--- src/rtl/aes_seq_pkg.sv ---
// Shared types and helpers for the AES FIFO/SRAM sequencer.
// AES_SEQ_WORD_SWAP_EN enables byte reversal of payload and SRAM words.
package aes_seq_pkg;

    localparam int FRAME_WORDS = 4;
    localparam int CMD_KEY_BIT = 31;

    typedef enum logic [2:0] {
        IDLE,
        FETCH_CMD,
        FETCH_DATA,
        KEY_LOAD,
        AES_START,
        AES_WAIT,
        WRITE,
        DONE_CHK
    } seq_state_e;

    function automatic logic [31:0] bswap32(
        input logic [31:0] w
    );
        return {w[7:0], w[15:8], w[23:16], w[31:24]};
    endfunction

endpackage

--- src/rtl/aes_seq_word_packer.sv ---
// Assembles four 32-bit words into a 128-bit block, first word at [127:96].
// Word order is fixed by shifting, so idx only tracks progress.
module aes_seq_word_packer (
    input  logic         clk,
    input  logic         rst_n,
    input  logic         clr_i,
    input  logic         push_i,
    input  logic [31:0]  din_i,
    output logic [127:0] data_o,
    output logic [1:0]   idx_o
);

    logic [127:0] data_q;
    logic [1:0]   idx_q;

    always_ff @(posedge clk or negedge rst_n) begin
        if (!rst_n) begin
            data_q <= '0;
            idx_q  <= '0;
        end else if (clr_i) begin
            idx_q  <= '0;
        end else if (push_i) begin
            data_q <= {data_q[95:0], din_i};
            idx_q  <= idx_q + 2'd1;
        end
    end

    assign data_o = data_q;
    assign idx_o  = idx_q;

endmodule

--- src/rtl/aes_fifo_sram_sequencer.sv ---
// FIFO-to-AES-to-SRAM frame sequencer; sole master of FIFO and SRAM ports.
// Optional AES_SEQ_WORD_SWAP_EN byte-reverses payload and SRAM words.
module aes_fifo_sram_sequencer
    import aes_seq_pkg::*;
#(
    parameter int SRAM_AW = 8,
    parameter int CNT_W   = 16
) (
    input  logic               clk_clk,
    input  logic               reset_reset_n,
    input  logic               enable,
    output logic               fifo_read,
    input  logic [31:0]        fifo_readdata,
    input  logic               fifo_waitrequest,
    output logic [127:0]       aes_key,
    output logic               aes_key_load,
    output logic [127:0]       aes_din,
    output logic               aes_start,
    input  logic               aes_busy,
    input  logic               aes_done,
    input  logic [127:0]       aes_dout,
    output logic [SRAM_AW-1:0] sram_address,
    output logic               sram_chipselect,
    output logic               sram_write,
    output logic               sram_clken,
    output logic [31:0]        sram_writedata,
    output logic [3:0]         sram_byteenable,
    output logic [SRAM_AW-1:0] wr_ptr,
    output logic [CNT_W-1:0]   blk_cnt,
    output logic               key_valid,
    output logic               err,
    output logic               busy
);

    seq_state_e         state_q, state_d;
    logic               is_key_q, is_key_d;
    logic               kvld_q, kvld_d;
    logic               err_q, err_d;
    logic [127:0]       key_q, key_d;
    logic [127:0]       din_q, din_d;
    logic [127:0]       res_q, res_d;
    logic [SRAM_AW-1:0] wptr_q, wptr_d;
    logic [CNT_W-1:0]   blk_q, blk_d;
    logic [1:0]         widx_q, widx_d;
    logic               kload_q, kload_d;
    logic               start_q, start_d;
    logic               frd_q, wen_q, busy_q;

    logic               accept;
    logic [31:0]        payload;
    logic [31:0]        wr_word;
    logic [127:0]       stage;
    logic [1:0]         pidx;

    assign accept = frd_q && !fifo_waitrequest;

`ifdef AES_SEQ_WORD_SWAP_EN
    assign payload = bswap32(fifo_readdata);
    assign wr_word = bswap32(res_q[127:96]);
`else
    assign payload = fifo_readdata;
    assign wr_word = res_q[127:96];
`endif

    aes_seq_word_packer u_packer (
        .clk    (clk_clk),
        .rst_n  (reset_reset_n),
        .clr_i  (accept && state_q == FETCH_CMD),
        .push_i (accept && state_q == FETCH_DATA),
        .din_i  (payload),
        .data_o (stage),
        .idx_o  (pidx)
    );

    always_comb begin
        state_d  = state_q;
        is_key_d = is_key_q;
        kvld_d   = kvld_q;
        err_d    = err_q;
        key_d    = key_q;
        din_d    = din_q;
        res_d    = res_q;
        wptr_d   = wptr_q;
        blk_d    = blk_q;
        widx_d   = widx_q;
        kload_d  = 1'b0;
        start_d  = 1'b0;
        unique case (state_q)
            IDLE: begin
                if (enable) state_d = FETCH_CMD;
            end
            FETCH_CMD: begin
                if (accept) begin
                    is_key_d = fifo_readdata[CMD_KEY_BIT];
                    state_d  = FETCH_DATA;
                end
            end
            FETCH_DATA: begin
                if (accept && pidx == 2'(FRAME_WORDS - 1)) begin
                    if (is_key_q) begin
                        state_d = KEY_LOAD;
                    end else if (kvld_q) begin
                        state_d = AES_START;
                    end else begin
                        err_d   = 1'b1;
                        state_d = DONE_CHK;
                    end
                end
            end
            KEY_LOAD: begin
                key_d   = stage;
                kload_d = 1'b1;
                kvld_d  = 1'b1;
                state_d = DONE_CHK;
            end
            AES_START: begin
                if (!aes_busy) begin
                    din_d   = stage;
                    start_d = 1'b1;
                    state_d = AES_WAIT;
                end
            end
            AES_WAIT: begin
                if (aes_done) begin
                    res_d   = aes_dout;
                    widx_d  = 2'd0;
                    state_d = WRITE;
                end
            end
            WRITE: begin
                wptr_d = wptr_q + SRAM_AW'(1);
                res_d  = {res_q[95:0], 32'h0};
                widx_d = widx_q + 2'd1;
                if (widx_q == 2'(FRAME_WORDS - 1)) begin
                    blk_d   = blk_q + CNT_W'(1);
                    state_d = DONE_CHK;
                end
            end
            DONE_CHK: begin
                state_d = enable ? FETCH_CMD : IDLE;
            end
            default: state_d = IDLE;
        endcase
    end

    always_ff @(posedge clk_clk or negedge reset_reset_n) begin
        if (!reset_reset_n) begin
            state_q  <= IDLE;
            is_key_q <= 1'b0;
            kvld_q   <= 1'b0;
            err_q    <= 1'b0;
            key_q    <= '0;
            din_q    <= '0;
            res_q    <= '0;
            wptr_q   <= '0;
            blk_q    <= '0;
            widx_q   <= '0;
            kload_q  <= 1'b0;
            start_q  <= 1'b0;
            frd_q    <= 1'b0;
            wen_q    <= 1'b0;
            busy_q   <= 1'b0;
        end else begin
            state_q  <= state_d;
            is_key_q <= is_key_d;
            kvld_q   <= kvld_d;
            err_q    <= err_d;
            key_q    <= key_d;
            din_q    <= din_d;
            res_q    <= res_d;
            wptr_q   <= wptr_d;
            blk_q    <= blk_d;
            widx_q   <= widx_d;
            kload_q  <= kload_d;
            start_q  <= start_d;
            // decode from next state so strobes line up with the state
            frd_q    <= state_d == FETCH_CMD || state_d == FETCH_DATA;
            wen_q    <= state_d == WRITE;
            busy_q   <= state_d != IDLE;
        end
    end

    assign fifo_read       = frd_q;
    assign aes_key         = key_q;
    assign aes_key_load    = kload_q;
    assign aes_din         = din_q;
    assign aes_start       = start_q;
    assign sram_address    = wptr_q;
    assign sram_chipselect = wen_q;
    assign sram_write      = wen_q;
    assign sram_clken      = wen_q;
    assign sram_writedata  = wr_word;
    assign sram_byteenable = 4'hF;
    assign wr_ptr          = wptr_q;
    assign blk_cnt         = blk_q;
    assign key_valid       = kvld_q;
    assign err             = err_q;
    assign busy            = busy_q;

endmodule

--- config.mk ---
export PLATFORM = sky130hd
export DESIGN_NAME = aes_fifo_sram_sequencer
export DESIGN_NICKNAME = d
export VERILOG_FILES = /design/src/rtl/aes_seq_pkg.sv /design/src/rtl/aes_seq_word_packer.sv /design/src/rtl/aes_fifo_sram_sequencer.sv
export SDC_FILE = /design/constraint.sdc
export NUM_CORES = 1
export LEC_CHECK = 0
export ABC_AREA = 1
export CORE_UTILIZATION = 43
export CTS_CLUSTER_SIZE = 28
export DETAILED_ROUTE_END_ITERATION = 8
export GPL_ROUTABILITY_DRIVEN = 0
export GPL_TIMING_DRIVEN = 0
export PLACE_DENSITY = 0.7
export REMOVE_ABC_BUFFERS = 1
export SLEW_MARGIN = 25
export SYNTH_ARGS = -nofsm -noshare
export SYNTH_HDL_FRONTEND = slang
export SYNTH_SLANG_ARGS = --single-unit
--- constraint.sdc ---
create_clock -name clk_clk -period 1.9 [get_ports clk_clk]
set_input_delay 0.19 -clock clk_clk [delete_from_list [all_inputs] [get_ports clk_clk]]
set_output_delay 0.19 -clock clk_clk [all_outputs]
set_load 0.02 [all_outputs]
; ---- Word-level counts from Yosys, hierarchy flattened
; Index checks and enable logic that the tools add are counted.
[totals]
register_bits = 551
out_inout_bits = 333
[classes]
add_sub_neg = 4
mux = 19
n_reduce_logical = 16
bitwise_logic = 4
n_eq_ne = 13
[ops]
columns = cell, count
row1 = one-hot mux 128 bit (2 select lines), 1
row2 = two-way mux 128 bit, 1
row3 = one-hot mux 3 bit (8 select lines), 1
row4 = two-way mux 3 bit, 7
row5 = "adder 16 x 1 -> 16 bit, second input constant", 1
row6 = "== test 3 bit, second input constant", 5
row7 = AND reduction 2 bit, 5
row8 = "== test 3 x 2 -> 1 bit, second input constant", 3
row9 = "adder 8 x 1 -> 8 bit, second input constant", 1
row10 = two-way mux 2 bit, 4
row11 = "== test 3 x 1 -> 1 bit, second input constant", 2
row12 = "adder 2 x 1 -> 2 bit, second input constant", 2
row13 = "== test 2 bit, second input constant", 2
row14 = logical AND 1 bit, 4
row15 = two-way mux 1 bit, 4
row16 = NOT 1 bit, 4
row17 = one-hot mux 2 bit (2 select lines), 1
row18 = AND reduction 4 bit, 1
row19 = nonzero test 2 bit, 2
row20 = zero test 3 bit, 1
row21 = nonzero test 3 bit, 1
row22 = "inequality test 2 bit, second input constant", 1
row23 = zero test 1 bit, 1
row24 = logical OR 1 bit, 1

; ---- Logic depth before layout (Yosys ltp)
[logic_depth]
word_depth = 7
ltp_mapped = 10

; ---- Hierarchy
; A second synthesis with hierarchy kept.
[hier_totals]
hier_cells = 2385
hier_area_um2 = 22653.0
[by_module_without_submodules]
columns = mod, n_inst, area_each_um2, cells_per_inst
row1 = aes_fifo_sram_sequencer, 1, 17426.7, 1818
row2 = aes_seq_word_packer, 1, 5226.3, 567

; ---- Least setup slack after synthesis
; OpenSTA, ideal clock, no wires.
[synth_timing]
path_type = register -> register
from = register blk_q[0], in the netlist blk_cnt[0]
to = register blk_q[12], in the netlist blk_cnt[12]
period_less_slack_ns = 1.455
required_ns = 1.820
setup_slack_ns = 0.445
t_arrival_ns = 1.375
setup_time_ns = 0.080
n_path_buf = 0
stages_incl_launch_ff = 7
cell_sequence = dfrtp_1 -> ha_1 -> nand3_1 -> nor2_1 -> nand4_1 -> nor2_1 -> xor2_1
[synth_between]
elab_chain_cells = 1
[synth_rtl]
columns = element, line_no
row1 = from (decl), aes_fifo_sram_sequencer.sv:43  ; logic [CNT_W-1:0] blk_q, blk_d;
row2 = from (signal assigned), aes_fifo_sram_sequencer.sv:172  ; blk_q <= blk_d;
row3 = adder 16 x 1 -> 16 bit, aes_fifo_sram_sequencer.sv:135  ; blk_d = blk_q + CNT_W'(1);
; No other way between the ends.
; A chain may end at the register's enable or synchronous reset.

; ---- Final worst setup path
[layout_timing]
from = register state_q[0]
to = register frd_q, in the netlist fifo_read
[layout_between]
elab_chain_cells = 4
word_cells_on_any_way = 18
cone_classes = eq/ne (9) / mux (7) / reduce/logical (2)
[layout_rtl]
columns = element, line_no
row1 = from (decl), aes_fifo_sram_sequencer.sv:35  ; seq_state_e state_q, state_d;
row2 = from (signal assigned), aes_fifo_sram_sequencer.sv:164  ; state_q <= state_d;
row3 = "== test 3 bit, or another cell as far along", aes_fifo_sram_sequencer.sv:88  ; unique case (state_q)
row4 = one-hot mux 3 bit (8 select lines) (*), aes_fifo_sram_sequencer.sv:88
row5 = via state_d[1], aes_fifo_sram_sequencer.sv:35
row6 = == test 3 x 1 -> 1 bit or == test 3 x 2 -> 1 bit (tied branches), aes_fifo_sram_sequencer.sv:177  ; frd_q <= state_d == FETCH_CMD || state_d == FETCH_DATA;
row7 = logical OR 1 bit (*), aes_fifo_sram_sequencer.sv:177
row8 = to (signal assigned), aes_fifo_sram_sequencer.sv:160  ; frd_q <= 1'b0;
row9 = to (signal assigned), aes_fifo_sram_sequencer.sv:177
row10 = to (decl), aes_fifo_sram_sequencer.sv:47  ; logic frd_q, wen_q, busy_q;
; The timed path passes the listed nets; every way through them passes the cells marked *.

==> impl_metrics.xml <==
<?xml version="1.0" encoding="UTF-8"?>
<metrics>
  <group name="floorplanning">
    <metric name="row_count" unit="">81</metric>
    <metric name="core_region_area" unit="mm^2">0.0490</metric>
    <metric name="die_width" unit="um">225</metric>
    <metric name="ios" unit="">499</metric>
    <metric name="die_height" unit="um">225</metric>
    <metric name="fp.dieArea" unit="mm^2">0.0504</metric>
    <metric name="start_util" unit="%">43.5</metric>
  </group>
  <group name="logic_synthesis">
    <metric name="synth_seq_area_share" unit="%">64.7</metric>
    <metric name="count_of_synthesis_stage_warnings_from_yosys" unit="">0</metric>
    <metric name="synth.avg_cell_area" unit="um^2">9.82</metric>
    <metric name="synth_ff_type" unit="">dfrtp_1</metric>
    <metric name="synth.lib_cells_used.distinct" unit="">35</metric>
    <metric name="synth_largest_type_area_fraction" unit="%">64.7</metric>
    <metric name="mappedNetlistArea" unit="mm^2">0.0213</metric>
    <metric name="yosys_reg_bits" unit="">551</metric>
    <metric name="yosysTopAreaCell" unit="">dfrtp_1</metric>
    <metric name="post_synth_main_area_contributors" unit="">dfrtp_1 (65%), nand2_1 (8.6%), o21ai_0 (7.6%), nor2_1 (3.8%), o22ai_1 (2.8%)</metric>
    <metric name="synth_edf_count" unit="">0</metric>
    <metric name="synth_async_sr_flop_share" unit="%">100</metric>
    <metric name="netlist_instances" unit="">2169</metric>
  </group>
  <group name="pwr">
    <metric name="worst_ir_drop_vdd" unit="mV">1.02</metric>
    <metric name="static-leakage-power" unit="uW">0.0138</metric>
    <metric name="p_total" unit="uW">55200</metric>
    <metric name="power-per-cell-area" unit="mW/mm^2">1860</metric>
  </group>
  <group name="worst_setup_path">
    <metric name="crit_slowest_cell" unit="">dfrtp_2</metric>
    <metric name="timing.critical_path.from_type" unit="">flop</metric>
    <metric name="cp_data_arrival_time" unit="ps">2370</metric>
    <metric name="cp-end-kind" unit="">flop</metric>
    <metric name="path_cells" unit="">inv_6 -&gt; nand3_4 -&gt; nand2_8 -&gt; buf_16 -&gt; inv_16 -&gt; nand2_2 -&gt; nor2_4 -&gt; inv_2 -&gt; nand3_1 -&gt; nand2_1</metric>
    <metric name="rr_worst_depth" unit="">10</metric>
    <metric name="delay_of_the_slowest_cell_on_the_worst_path" unit="ps">490</metric>
    <metric name="critical_path_class" unit="">flop to flop</metric>
    <metric name="worst-endpoint-required" unit="ps">2400</metric>
    <metric name="crit_path_max_fanout" unit="">35</metric>
  </group>
  <group name="global_route">
    <metric name="grt_first_pass_wirelength" unit="um">93800</metric>
    <metric name="grt_max_degree" unit="">106</metric>
    <metric name="gr-total-overflow" unit="">0</metric>
    <metric name="global_route.usage.total" unit="%">23.8</metric>
    <metric name="first_global_vias" unit="">16800</metric>
    <metric name="antenna_violations_before_repair" unit="">3</metric>
  </group>
  <group name="hold_path">
    <metric name="hold_path.class" unit="">input pin to flop</metric>
    <metric name="min_path_cells" unit="">3</metric>
  </group>
  <group name="final_layout">
    <metric name="flow.area_growth_from_synthesis" unit="%">38.8</metric>
    <metric name="final_net_count" unit="">2793</metric>
    <metric name="fin_area" unit="mm^2">0.0296</metric>
    <metric name="register_area" unit="mm^2">0.0138</metric>
    <metric name="drive_above_1_share" unit="%">7.12</metric>
    <metric name="nFillCells" unit="">3978</metric>
    <metric name="multiInputGateArea" unit="mm^2">0.00604</metric>
  </group>
  <group name="place">
    <metric name="place_worst_setup_slack" unit="ps">-1270</metric>
    <metric name="placement.io_buffers" unit="">494</metric>
    <metric name="dp.final_hpwl" unit="um">37200</metric>
    <metric name="placed_cell_area" unit="mm^2">0.0268</metric>
  </group>
  <group name="routing">
    <metric name="drt_pass1_iterations" unit="">8</metric>
    <metric name="route.detailed.drc" unit="">0</metric>
    <metric name="route.final.wire_length" unit="um">62400</metric>
    <metric name="vias" unit="">17100</metric>
    <metric name="routedWlPerCell" unit="um">18.7</metric>
    <metric name="drtIter0Drc" unit="">1195</metric>
    <metric name="detail_route.vias_per_cell" unit="">5.12</metric>
    <metric name="postRouteAntennaNets" unit="">0</metric>
  </group>
  <group name="timing">
    <metric name="setup_repair_after_global_routing_missed_its_margin" unit="">true</metric>
    <metric name="clock.fmax" unit="MHz">536</metric>
    <metric name="final-max-slew-violation-count" unit="">0</metric>
    <metric name="hold_violations" unit="">0</metric>
    <metric name="finClkSkew" unit="ps">18.0</metric>
    <metric name="final_min_period_over_clock_period" unit="%">98.3</metric>
    <metric name="fin_crit" unit="ps">1870</metric>
    <metric name="timing.setup.tns" unit="ps">0</metric>
    <metric name="setup_slack" unit="ps">32.8</metric>
    <metric name="slew-limit-headroom" unit="%">65.3</metric>
    <metric name="worst_slew_pin_slew" unit="ps">521</metric>
    <metric name="setup_viol" unit="">0</metric>
  </group>
  <group name="clock_tree">
    <metric name="cts-buffers-inserted" unit="">57</metric>
    <metric name="clk_root_buffer_cell" unit="">clkbuf_16</metric>
    <metric name="cts_max_path_buffers" unit="">3</metric>
    <metric name="cts_sinks" unit="">551</metric>
    <metric name="cts.clk_slew.worst_paths" unit="ps">70</metric>
    <metric name="clk_latency" unit="ps">610</metric>
    <metric name="h-tree-depth" unit="">2</metric>
    <metric name="tritoncts" unit="">built</metric>
  </group>
  <group name="run">
    <metric name="cap_violations" unit="">0</metric>
  </group>
  <group name="outcome">
    <metric name="outcome" unit="">complete, no violations</metric>
  </group>
</metrics>
## registers in the layout (all words and copies together), names as in the netlist, 2 cells and up
signal	flops
res_q	128
blk_cnt	16
aes_key	128
u_packer.idx_o	2
state_q	3
aes_din	128
u_packer.data_o	128
widx_q	2
sram_address	8
## worst max-delay path, delay by kind of cell, from the launching register on
| family | cells | cell delay (ps) |
|---|---|---|
| and+or+nand+nor | 6 | 670 |
| buffers and inverters | 4 | 550 |
| DFF | 1 | 490 |
## per-layer routing
metal | GRT usage [%] | part of all wire [%] | vias up
met1 | 30.2 | 40 | 8418
met2 | 38.6 | 48 | 624
li1 | - | - | 7896
met3 | 6.13 | 7.7 | 122
met4 | 10.3 | 3.8 | 2
met5 | 0 | 0.018 | -
## cells in the final DEF (no fill, tap or decap), drive strengths merged, types with 12 or more instances in the layout
cell and instances:
dfrtp 551, nand2 497, inv 157, o21ai 388, clkdlybuf4s50 467, nand3 53
o22ai 96, clkbuf 92, dlymetal6s2s 12, nor2 219, buf 48, dlygate4sd2 14
## final timing paths
check                                       start                   to  slack, ps
worst max-delay path                   state_q[0]            fifo_read         30
worst min-delay path            fifo_readdata[22]  u_packer.data_o[22]        130
worst max register to register         state_q[0]            fifo_read         30
worst min register to register                err                  err        460
max in group asynchronous           reset_reset_n  u_packer.data_o[76]        340
min in group asynchronous           reset_reset_n            res_q[28]        160
## per-stage QoR
step / util [%] / instances / hold slack (ps)
CTS: 59.9 / 3324 / 101
global placement: 53.2 / 3156 / 447
floorplan: - / 1998 / -106
detailed placement: 54.6 / 3181 / -26.4
finish: 60.4 / 3335 / 130
global route: 60.4 / 3335 / 127
## power by group
| part | internal [uW] | switching, uW |
|---|---|---|
| Sequential | 17400 | 3200 |
| Clock | 7150 | 4620 |
| Combinational | 9730 | 13000 |
## what timing repair did
item | 4_1_cts | 5_1_grt
hold endpoints to repair | 84 | 0
resized for setup | 33 | 15
setup buffers | 21 | 3
hold buffers | 2 | 0
gates cloned | 16 | 7
endpoints found under the setup margin | 283 | 175
pin swaps | 8 | 1
## cell usage after synthesis, types with 2 or more instances
library cell and instances:
a21oi_1 2, buf_2 55, buf_4 76, buf_6 3
clkbuf_1 39, dfrtp_1 551, ha_1 4, inv_1 149
inv_2 4, nand2_1 489, nand2_2 2, nand3_1 49
nand3_2 2, nand4_1 8, nand4_4 2, nor2_1 215
nor2_4 3, nor3_1 2, o21ai_0 323, o21ai_1 65
o22ai_1 96, xnor2_1 11, xor2_1 7
## cells by family (layout without fill, tap and decap cells)
logic type	Yosys count	in the layout	share of synthesized area [%]
simple gates	776	783	14.5
flops	551	551	64.7
compound gates	488	488	12.1
buf+inv	330	821	7.62
xor+xnor	18	18	0.740
fa+ha+maj	4	4	0.235
other cells	1	5	0.0176
mux	1	1	0.0529
## area by class of cell
cell class / count / share of cell area [%]
multi-input combinational: 1298 / 20.4
tap: 664 / 2.81
inverter: 156 / 2.08
clock inverter: 21 / 1.07
antenna: 1 / 0.00846
sequential: 551 / 46.6
clock buffer: 85 / 5.65
timing repair buffer: 559 / 21.3
(Power assumes the default switching activity.)
